**config.mk**
```make
export PLATFORM = sky130hd
export DESIGN_NAME = id_ex_stage
export DESIGN_NICKNAME = d
export VERILOG_FILES = /design/src/rtl/mips_pkg.sv /design/src/rtl/alu_control_decode.sv /design/src/rtl/id_ex_stage.sv
export SDC_FILE = /design/constraint.sdc
export NUM_CORES = 1
export LEC_CHECK = 0
export CAP_MARGIN = 20
export CORE_MARGIN = 3
export CORE_UTILIZATION = 41
export DETAILED_ROUTE_END_ITERATION = 8
export PLACE_DENSITY_LB_ADDON = 0.05
export SETUP_SLACK_MARGIN = 0.1
export SKIP_CTS_REPAIR_TIMING = 1
export SYNTH_ARGS = -nofsm -noshare
export SYNTH_HDL_FRONTEND = slang
export SYNTH_SLANG_ARGS = --single-unit
```
**constraint.sdc**
```tcl
create_clock -name clk -period 2.9 [get_ports clk]
set_clock_uncertainty 0.1 [all_clocks]
set_input_delay 0.58 -clock clk [delete_from_list [all_inputs] [get_ports clk]]
set_output_delay 0.58 -clock clk [all_outputs]
set_load 0.02 [all_outputs]
```
**src/rtl/mips_pkg.sv**
```systemverilog
// Shared MIPS encodings: ALU control codes, main-decoder aluop classes,
// R-type funct values and I-type opcodes used by the EX-side logic.
package mips_pkg;

  localparam logic [3:0] ALU_AND = 4'd0;
  localparam logic [3:0] ALU_OR  = 4'd1;
  localparam logic [3:0] ALU_ADD = 4'd2;
  localparam logic [3:0] ALU_SUB = 4'd6;
  localparam logic [3:0] ALU_SLT = 4'd7;
  localparam logic [3:0] ALU_NOR = 4'd12;
  localparam logic [3:0] ALU_BAD = 4'd15;

  localparam logic [1:0] ALUOP_ADD   = 2'b00;
  localparam logic [1:0] ALUOP_SUB   = 2'b01;
  localparam logic [1:0] ALUOP_RTYPE = 2'b10;
  localparam logic [1:0] ALUOP_ITYPE = 2'b11;

  localparam logic [5:0] FUNCT_ADD = 6'h20;
  localparam logic [5:0] FUNCT_SUB = 6'h22;
  localparam logic [5:0] FUNCT_AND = 6'h24;
  localparam logic [5:0] FUNCT_OR  = 6'h25;
  localparam logic [5:0] FUNCT_NOR = 6'h27;
  localparam logic [5:0] FUNCT_SLT = 6'h2A;

  localparam logic [5:0] OPC_ADDI = 6'h08;
  localparam logic [5:0] OPC_SLTI = 6'h0A;
  localparam logic [5:0] OPC_ANDI = 6'h0C;
  localparam logic [5:0] OPC_ORI  = 6'h0D;

endpackage

```
**src/rtl/alu_control_decode.sv**
```systemverilog
// Combinational ALU control decode: aluop class plus funct/opcode to a
// 4-bit ALU code, flagging encodings the ALU does not support.
module alu_control_decode
  import mips_pkg::*;
(
  input  logic [1:0] aluop,
  input  logic [5:0] funct,
  input  logic [5:0] opcode,
  output logic [3:0] aluControl,
  output logic       illegal
);

  always_comb begin
    aluControl = ALU_ADD;
    illegal    = 1'b0;
    case (aluop)
      ALUOP_ADD: aluControl = ALU_ADD;
      ALUOP_SUB: aluControl = ALU_SUB;
      ALUOP_RTYPE: begin
        case (funct)
          FUNCT_ADD: aluControl = ALU_ADD;
          FUNCT_SUB: aluControl = ALU_SUB;
          FUNCT_AND: aluControl = ALU_AND;
          FUNCT_OR:  aluControl = ALU_OR;
          FUNCT_NOR: aluControl = ALU_NOR;
          FUNCT_SLT: aluControl = ALU_SLT;
          default: begin
            aluControl = ALU_BAD;
            illegal    = 1'b1;
          end
        endcase
      end
      default: begin
        case (opcode)
          OPC_ADDI: aluControl = ALU_ADD;
          OPC_ANDI: aluControl = ALU_AND;
          OPC_ORI:  aluControl = ALU_OR;
          OPC_SLTI: aluControl = ALU_SLT;
          default: begin
            aluControl = ALU_BAD;
            illegal    = 1'b1;
          end
        endcase
      end
    endcase
  end

endmodule

```
**src/rtl/id_ex_stage.sv**
```systemverilog
// ID/EX pipeline register with ALU control decode, immediate extension and
// EX/MEM, MEM/WB operand forwarding feeding the ALU directly.
module id_ex_stage
  import mips_pkg::*;
#(
  parameter int DATA_W = 32,
  parameter int REG_AW = 5,
  parameter int FWD_EN = 1
) (
  input  logic              clk,
  input  logic              reset,
  input  logic              id_valid,
  input  logic              id_stall,
  input  logic              id_flush,
  input  logic [DATA_W-1:0] id_rs_data,
  input  logic [DATA_W-1:0] id_rt_data,
  input  logic [15:0]       id_imm16,
  input  logic [REG_AW-1:0] id_rs,
  input  logic [REG_AW-1:0] id_rt,
  input  logic [REG_AW-1:0] id_rd,
  input  logic [5:0]        id_opcode,
  input  logic [5:0]        id_funct,
  input  logic [1:0]        id_aluop,
  input  logic              id_alusrc,
  input  logic              id_regdst,
  input  logic              id_regwrite,
  input  logic              id_memread,
  input  logic              id_memwrite,
  input  logic              id_memtoreg,
  input  logic              id_branch,
  input  logic              exmem_regwrite,
  input  logic [REG_AW-1:0] exmem_rd,
  input  logic [DATA_W-1:0] exmem_result,
  input  logic              memwb_regwrite,
  input  logic [REG_AW-1:0] memwb_rd,
  input  logic [DATA_W-1:0] memwb_data,
  output logic [DATA_W-1:0] ex_operand_a,
  output logic [DATA_W-1:0] ex_operand_b,
  output logic [3:0]        ex_alu_control,
  output logic [DATA_W-1:0] ex_store_data,
  output logic [REG_AW-1:0] ex_write_reg,
  output logic              ex_regwrite,
  output logic              ex_memread,
  output logic              ex_memwrite,
  output logic              ex_memtoreg,
  output logic              ex_branch,
  output logic              ex_valid,
  output logic              ex_illegal
);

  logic [3:0]        decCode;
  logic              decIllegal;
  logic [DATA_W-1:0] immExt;

  alu_control_decode uDecode (
    .aluop      (id_aluop),
    .funct      (id_funct),
    .opcode     (id_opcode),
    .aluControl (decCode),
    .illegal    (decIllegal)
  );

  // Logical immediates (andi/ori) are zero-extended; everything else sign-extends.
  always_comb begin
    if (id_opcode == OPC_ANDI || id_opcode == OPC_ORI)
      immExt = {{(DATA_W-16){1'b0}}, id_imm16};
    else
      immExt = {{(DATA_W-16){id_imm16[15]}}, id_imm16};
  end

  logic [DATA_W-1:0] rsDataQ, rtDataQ, immQ;
  logic [REG_AW-1:0] rsQ, rtQ, writeRegQ;
  logic [3:0]        aluControlQ;
  logic              validQ, regwriteQ, memreadQ, memwriteQ, memtoregQ, branchQ;
  logic              alusrcQ, illegalQ;

  always_ff @(posedge clk) begin
    if (reset) begin
      rsDataQ     <= '0;
      rtDataQ     <= '0;
      immQ        <= '0;
      rsQ         <= '0;
      rtQ         <= '0;
      writeRegQ   <= '0;
      aluControlQ <= ALU_ADD;
      validQ      <= 1'b0;
      regwriteQ   <= 1'b0;
      memreadQ    <= 1'b0;
      memwriteQ   <= 1'b0;
      memtoregQ   <= 1'b0;
      branchQ     <= 1'b0;
      alusrcQ     <= 1'b0;
      illegalQ    <= 1'b0;
    end else if (id_flush) begin
      validQ    <= 1'b0;
      regwriteQ <= 1'b0;
      memreadQ  <= 1'b0;
      memwriteQ <= 1'b0;
      branchQ   <= 1'b0;
      illegalQ  <= 1'b0;
    end else if (!id_stall) begin
      rsDataQ     <= id_rs_data;
      rtDataQ     <= id_rt_data;
      immQ        <= immExt;
      rsQ         <= id_rs;
      rtQ         <= id_rt;
      writeRegQ   <= id_regdst ? id_rd : id_rt;
      aluControlQ <= decCode;
      validQ      <= id_valid;
      // An unsupported encoding must not have side effects downstream.
      regwriteQ   <= id_regwrite & ~decIllegal;
      memreadQ    <= id_memread  & ~decIllegal;
      memwriteQ   <= id_memwrite & ~decIllegal;
      branchQ     <= id_branch   & ~decIllegal;
      memtoregQ   <= id_memtoreg;
      alusrcQ     <= id_alusrc;
      illegalQ    <= decIllegal;
    end
  end

  logic [DATA_W-1:0] fwdA, fwdB;

  // EX/MEM is younger than MEM/WB, so it takes priority; r0 is never forwarded.
  always_comb begin
    fwdA = rsDataQ;
    fwdB = rtDataQ;
    if (FWD_EN != 0) begin
      if (exmem_regwrite && exmem_rd != '0 && exmem_rd == rsQ)
        fwdA = exmem_result;
      else if (memwb_regwrite && memwb_rd != '0 && memwb_rd == rsQ)
        fwdA = memwb_data;
      if (exmem_regwrite && exmem_rd != '0 && exmem_rd == rtQ)
        fwdB = exmem_result;
      else if (memwb_regwrite && memwb_rd != '0 && memwb_rd == rtQ)
        fwdB = memwb_data;
    end
  end

  assign ex_operand_a   = fwdA;
  assign ex_operand_b   = alusrcQ ? immQ : fwdB;
  assign ex_store_data  = fwdB;
  assign ex_alu_control = aluControlQ;
  assign ex_write_reg   = writeRegQ;
  assign ex_regwrite    = regwriteQ;
  assign ex_memread     = memreadQ;
  assign ex_memwrite    = memwriteQ;
  assign ex_memtoreg    = memtoregQ;
  assign ex_branch      = branchQ;
  assign ex_valid       = validQ;
  assign ex_illegal     = illegalQ;

endmodule

```
; ---- Word level (Yosys, flattened, before mapping)
; Index checks and enable logic that the tools add are counted.
[classes]
addsub = 0
mul = 0
div = 0
magnitude_cmp = 0
n_eq_ne = 16
shift = 0
mux = 13
bitwise = 7
reduce_logical = 15
[op_table]
columns = cell, count
row1 = 32-bit 2-to-1 mux, 6
row2 = "6-bit equality test, second input constant", 6
row3 = "6-bit by 4-bit equality test with 1-bit output, second input constant", 4
row4 = 4-bit case mux with 6 select lines, 1
row5 = 5-bit equality test, 4
row6 = 4-bit case mux with 4 select lines, 1
row7 = 4-bit case mux with 3 select lines, 1
row8 = 5-bit nonzero test, 2
row9 = 1-bit logical AND, 6
row10 = 6-bit OR reduction, 1
row11 = 5-bit 2-to-1 mux, 1
row12 = 1-bit AND, 4
row13 = 2-bit OR reduction, 2
row14 = 4-bit OR reduction, 1
row15 = 1-bit NOT, 3
row16 = "2-bit by 1-bit equality test with 1-bit output, second input constant", 1
row17 = "2-bit equality test, second input constant", 1
row18 = 2-bit zero test, 1
row19 = 1-bit 2-to-1 mux, 2
row20 = 1-bit case mux with 2 select lines, 1
row21 = 2-bit AND reduction, 1
row22 = 1-bit logical OR, 1
[totals]
regBits = 123
latchBits = 0
ramBits = 0
romBits = 0
in_bits = 197
out_inout_bits = 112
word_cells = 66
n_memories = 0

; ---- Logic depth before layout (Yosys ltp)
[depth]
depth_word = 6
mapped_depth = 8
depth_no_buf = 5

; ---- Modules after synthesis
; A second synthesis with hierarchy kept.
[hier_totals]
cells_unflattened = 836
hier_area_um2 = 6079.6
[by_module_without_submodules]
columns = module, instances, cells_each, area_per_inst_um2, seq_area_each_um2
row1 = id_ex_stage, 1, 812, 5880.6, 2162.1
row2 = alu_control_decode, 1, 24, 198.9, 0.0

; ---- Worst setup path before layout
; No wires, ideal clock.
[synth_path]
kind = input -> output
start = in memwb_rd[1]
end = out ex_operand_b[10]
arrival_time_ns = 2.545
required_ns = 2.220
setup_slack_ns = -0.325
path_stages = 8
n_path_buf = 3
path_cell_list = or4_1 -> o21a_1 -> buf_6 -> and3_1 -> buf_6 -> buf_12 -> mux2i_1 -> a221oi_1
[synth_via]
elab_chain_cells = 6
word_cells_on_any_way = 7
cone_classes = eq/ne (1) / mux (3) / reduce/logical (3)
[synth_rtl]
columns = element, line
row1 = from (decl), id_ex_stage.sv:35  ; input logic [REG_AW-1:0] memwb_rd,
row2 = 5-bit nonzero test, id_ex_stage.sv:134  ; else if (memwb_regwrite && memwb_rd != '0 && memwb_rd == rtQ)
row3 = 1-bit logical AND, id_ex_stage.sv:134
row4 = 1-bit logical AND *, id_ex_stage.sv:134
row5 = 32-bit 2-to-1 mux *, id_ex_stage.sv:134
row6 = 32-bit 2-to-1 mux *, id_ex_stage.sv:132  ; if (exmem_regwrite && exmem_rd != '0 && exmem_rd == rtQ)
row7 = 32-bit 2-to-1 mux *, id_ex_stage.sv:140  ; assign ex_operand_b = alusrcQ ? immQ : fwdB;
row8 = to (decl), id_ex_stage.sv:38  ; output logic [DATA_W-1:0] ex_operand_b,
; Mark *: on every way between the ends. The rest lies on a longest branch, timed or not.

; ---- Final worst setup path
[layout_path]
start = in memwb_rd[4]
end = out ex_operand_b[5]
; Same word-level chain as after synthesis.

==> results.md <==
* Status: finished, violations left
* Failing checks: setup timing
* Vias at ~7,700
* Worst IR Drop VDD at roughly 350 uV
* Core ar. at around 14,000 um2
* Top flop regs: rsDataQ: 32 flops, rtDataQ: 32 flops, immQ: 17 flops
* First-pass GRT wire length at 38,000 um
* Tcrit/Tclk final at 108%
* CTS tree: yes
* Clock Latency Late Sink at 0.35 ns
* Critical path endpoint: ex_operand_b[5]
* EDFF count, synth at 0
* CP Class: in -> out
* Reg2reg start: alusrcQ$_SDFFE_PP0P_
* Row count at 43
* Mapped Avg Cell Area at ~7.2 um2
* Worst slew margin at 47.3%
* Setup WS post-layout at -0.241 ns
* Post-Synthesis Cells at between 800 and 900
* Synth top area share at 35.6%
* Placed cells at roughly 1,300
* Initial antenna violation count at 1
* Via density at ~5.6
* Launch point of the critical path: memwb_rd[4]
* Detailed Place HPWL at approximately 18,000 um
* Worst Path Max Fanout at 7
* Reg2reg path depth at 2
* Area leader, netlist: dfxtp_1
* Slowest stage delay, CP at about 0.53 ns
* Clock tree sinks at between 100 and 150
* R2R Setup Slk at around 1.9 ns
* HP Class: reg -> reg
* Drt pass-1 iters at 5
* Seq/Total Area, Yosys at between 30% and 40%
* Crit path DAT at 2.46 ns
* Fin cells at around 1,400
* Io pins at a little over 300
* Iteration-0 DRC Markers at 627
* Cell variety after synth at slightly above 40
* P_leak at between 4 and 5 nW
* Vias in the first global route at approximately 7,000
* Final setup viols at 96
* Logic pwr share at a little under a third
* Syn Nets at 1,036
* Maximum clock insertion buffer count at 2
* RSZ-0062 raised after global routing: true
* Gpl congestion at ~0.91
* Nets at between 1,000 and 1,500
* Top cells by count, synth: nand2_1, a21oi_1, dfxtp_1, nor2_1, mux2i_1
* Worst Tran Pin Value at around 0.8 ns
* Synth warnings at 0
* Share of cells above drive strength 1 at roughly 32%
* Netlist area before placement at around 6100 um2
* Pin count of the biggest net entering global routing at 78
* Total congestion overflow at 0
* Asr flop ratio synth at 0%
* FF-to-FF End: alusrcQ$_SDFFE_PP0P_
* Final Hold Vio Count at 0
* CTS H-tree depth at 3
* Synthesized flop and latch total at about 110
* Max Cap Viol at 0
* Sequential power share at 37.7%
* TritonCTS buffer count at 9
* Layout Cell Area excl Fill at about 12,000 um2
* Clk root buf: clkbuf_16
* Fin crit period at 3.14 ns
* Sw Pwr at 1.26 mW
* Count of input and output buffers at around 310
* Clk pwr share at around a third
* Fmax at approximately 0.32 GHz
* Main synth FF type: dfxtp_1
* CP Launch Type: input pin
* Post-DRT Antenna Nets at 0
* Area after DPL at 10,500 um2
* Top-count cell post-synth: nand2_1
* Die width at 128 um
* Top cells by area, synth: dfxtp_1, nand2_1, a21oi_1
* Cell Chain, Critical Path: buf_6 -> or4_4 -> o21a_1 -> and3_4 -> clkbuf_16 -> mux2i_4 -> a221oi_2 -> buf_4
* Slowest CP cell: or4_4
* Worst endpoint required time at approximately 2.2 ns
* Cell Int Power at 3.01 mW
* Area of the die at approximately 16,000 um2
* Final Slew Violations at 0
* Switching part of the total at 29.6%
* Effective utilization at floorplan at 42.9%
* All-Layer GR Usage at between 20 and 30%
* Final wirelength at ~27,000 um
* Clk slew on worst S/H paths at ~0.070 ns
* DIE HEIGHT at around 130 um
* Area Overhead vs Synth at 91.8%
* PD cells at between 300 and 400 nW/um2
* Worst Setup End Kind: output pin
* Detailed-route wire length per cell at 19.6 um
* DRC at 0
-- cell usage in the layout, fill, tap and decap left out, drive strengths merged, types with 2 or more instances in the layout --
master,netlist,final
clkinv,0,2
bufinv,0,2
o221ai,2,2
a311oi,2,2
a211oi,5,5
nand3b,5,5
xnor2,4,4
nor2,62,62
mux2i,54,54
clkbuf,49,18
nand3,4,4
xor2,16,16
dfxtp,108,108
o21ai,32,32
clkdlybuf4s50,0,200
o21a,4,4
dlymetal6s2s,0,5
clkinvlp,0,2
o31ai,16,16
or4,2,2
or2,3,3
and3,18,18
nand2b,3,3
nor3,20,20
nor2b,4,4
a21oi,114,114
nand2,229,229
buf,22,202
nor3b,2,2
a221oi,32,32
nand4,2,2
inv,17,18
and4,2,2
-- layer usage --
metal | routed length (um) | vias to the layer above | global-route usage, % | part of all wire, %
met5 | 0 | - | 0 | 0
met3 | 2200 | 61 | 6.81 | 8.1
met4 | 947 | 0 | 11.5 | 3.5
met2 | 13800 | 374 | 51.5 | 51
li1 | - | 3626 | - | -
met1 | 10100 | 3658 | 34.0 | 37
-- final cells by class --
cell class              instances  area [um2]
repair buffers                416        4160
well taps                     180         225
diodes                          1        2.50
inverters                      17        63.8
fillers                       883        2520
multi-input cells             643        4690
clock inverters                 7         100
flip-flops and latches        108        2170
clock buffers                   9         225
-- worst max-delay path, delay by kind of cell --
kind | cells | cell delay, ns
simple gates | 2 | 0.73
buf+inv | 3 | 0.49
compound gates | 2 | 0.46
mux | 1 | 0.20
-- how the worst min path moves through the flow --
stage                             start                  endpoint  slack [ns]  depth (start not counted)
2_1_floorplan     immQ[30]$_SDFFE_PP0P_     immQ[30]$_SDFFE_PP0P_        0.33                          2
3_3_place_gp      immQ[30]$_SDFFE_PP0P_     immQ[30]$_SDFFE_PP0P_        0.34                          2
3_5_place_dp    rsDataQ[7]$_SDFFE_PP0P_   rsDataQ[7]$_SDFFE_PP0P_        0.35                          2
4_1_cts        rsDataQ[27]$_SDFFE_PP0P_  rsDataQ[27]$_SDFFE_PP0P_        0.36                          2
5_1_grt        rsDataQ[27]$_SDFFE_PP0P_  rsDataQ[27]$_SDFFE_PP0P_        0.38                          2
6_report        rsDataQ[0]$_SDFFE_PP0P_   rsDataQ[0]$_SDFFE_PP0P_        0.35                          2
-- stage by stage --
step | util (%) | power, mW | hold slack, ns | setup TNS [ns] | setup WS [ns]
6_report | 82.2 | 4.27 | 0.354 | -13.02 | -0.241
5_1_grt | 82.2 | 4.43 | 0.377 | -17.98 | -0.310
4_1_cts | 76.6 | 4.18 | 0.357 | -94.68 | -1.13
3_5_place_dp | 74.3 | 2.83 | 0.347 | -93.76 | -1.12
3_3_place_gp | 74.3 | 2.82 | 0.340 | -91.59 | -1.09
2_1_floorplan | - | 2.16 | 0.332 | -2.72 | -0.145
-- power by group through the flow --
| stage | sequential (mW) | combinational [mW] | clock (mW) |
|---|---|---|---|
| 5_1_grt | 1.62 | 1.38 | 1.43 |
| 6_report | 1.61 | 1.31 | 1.36 |
| 2_1_floorplan | 1.63 | 0.535 | 0 |
| 4_1_cts | 1.60 | 1.21 | 1.37 |
| 3_5_place_dp | 1.63 | 1.20 | 0 |
| 3_3_place_gp | 1.63 | 1.18 | 0 |
-- cells by family (layout without fill, tap and decap cells) --
logic type | count (synthesis) | after routing | share of synthesized area [%]
and+or+nand+nor | 356 | 356 | 24.7
other | 0 | 1 | 0
AOI/OAI and AO/OA | 212 | 212 | 21.0
muxes | 55 | 55 | 9.09
DFF | 108 | 108 | 35.6
xor gates and xnor gates | 20 | 20 | 2.89
buffers and inverters | 88 | 449 | 6.66
(Power assumes the default switching activity.)
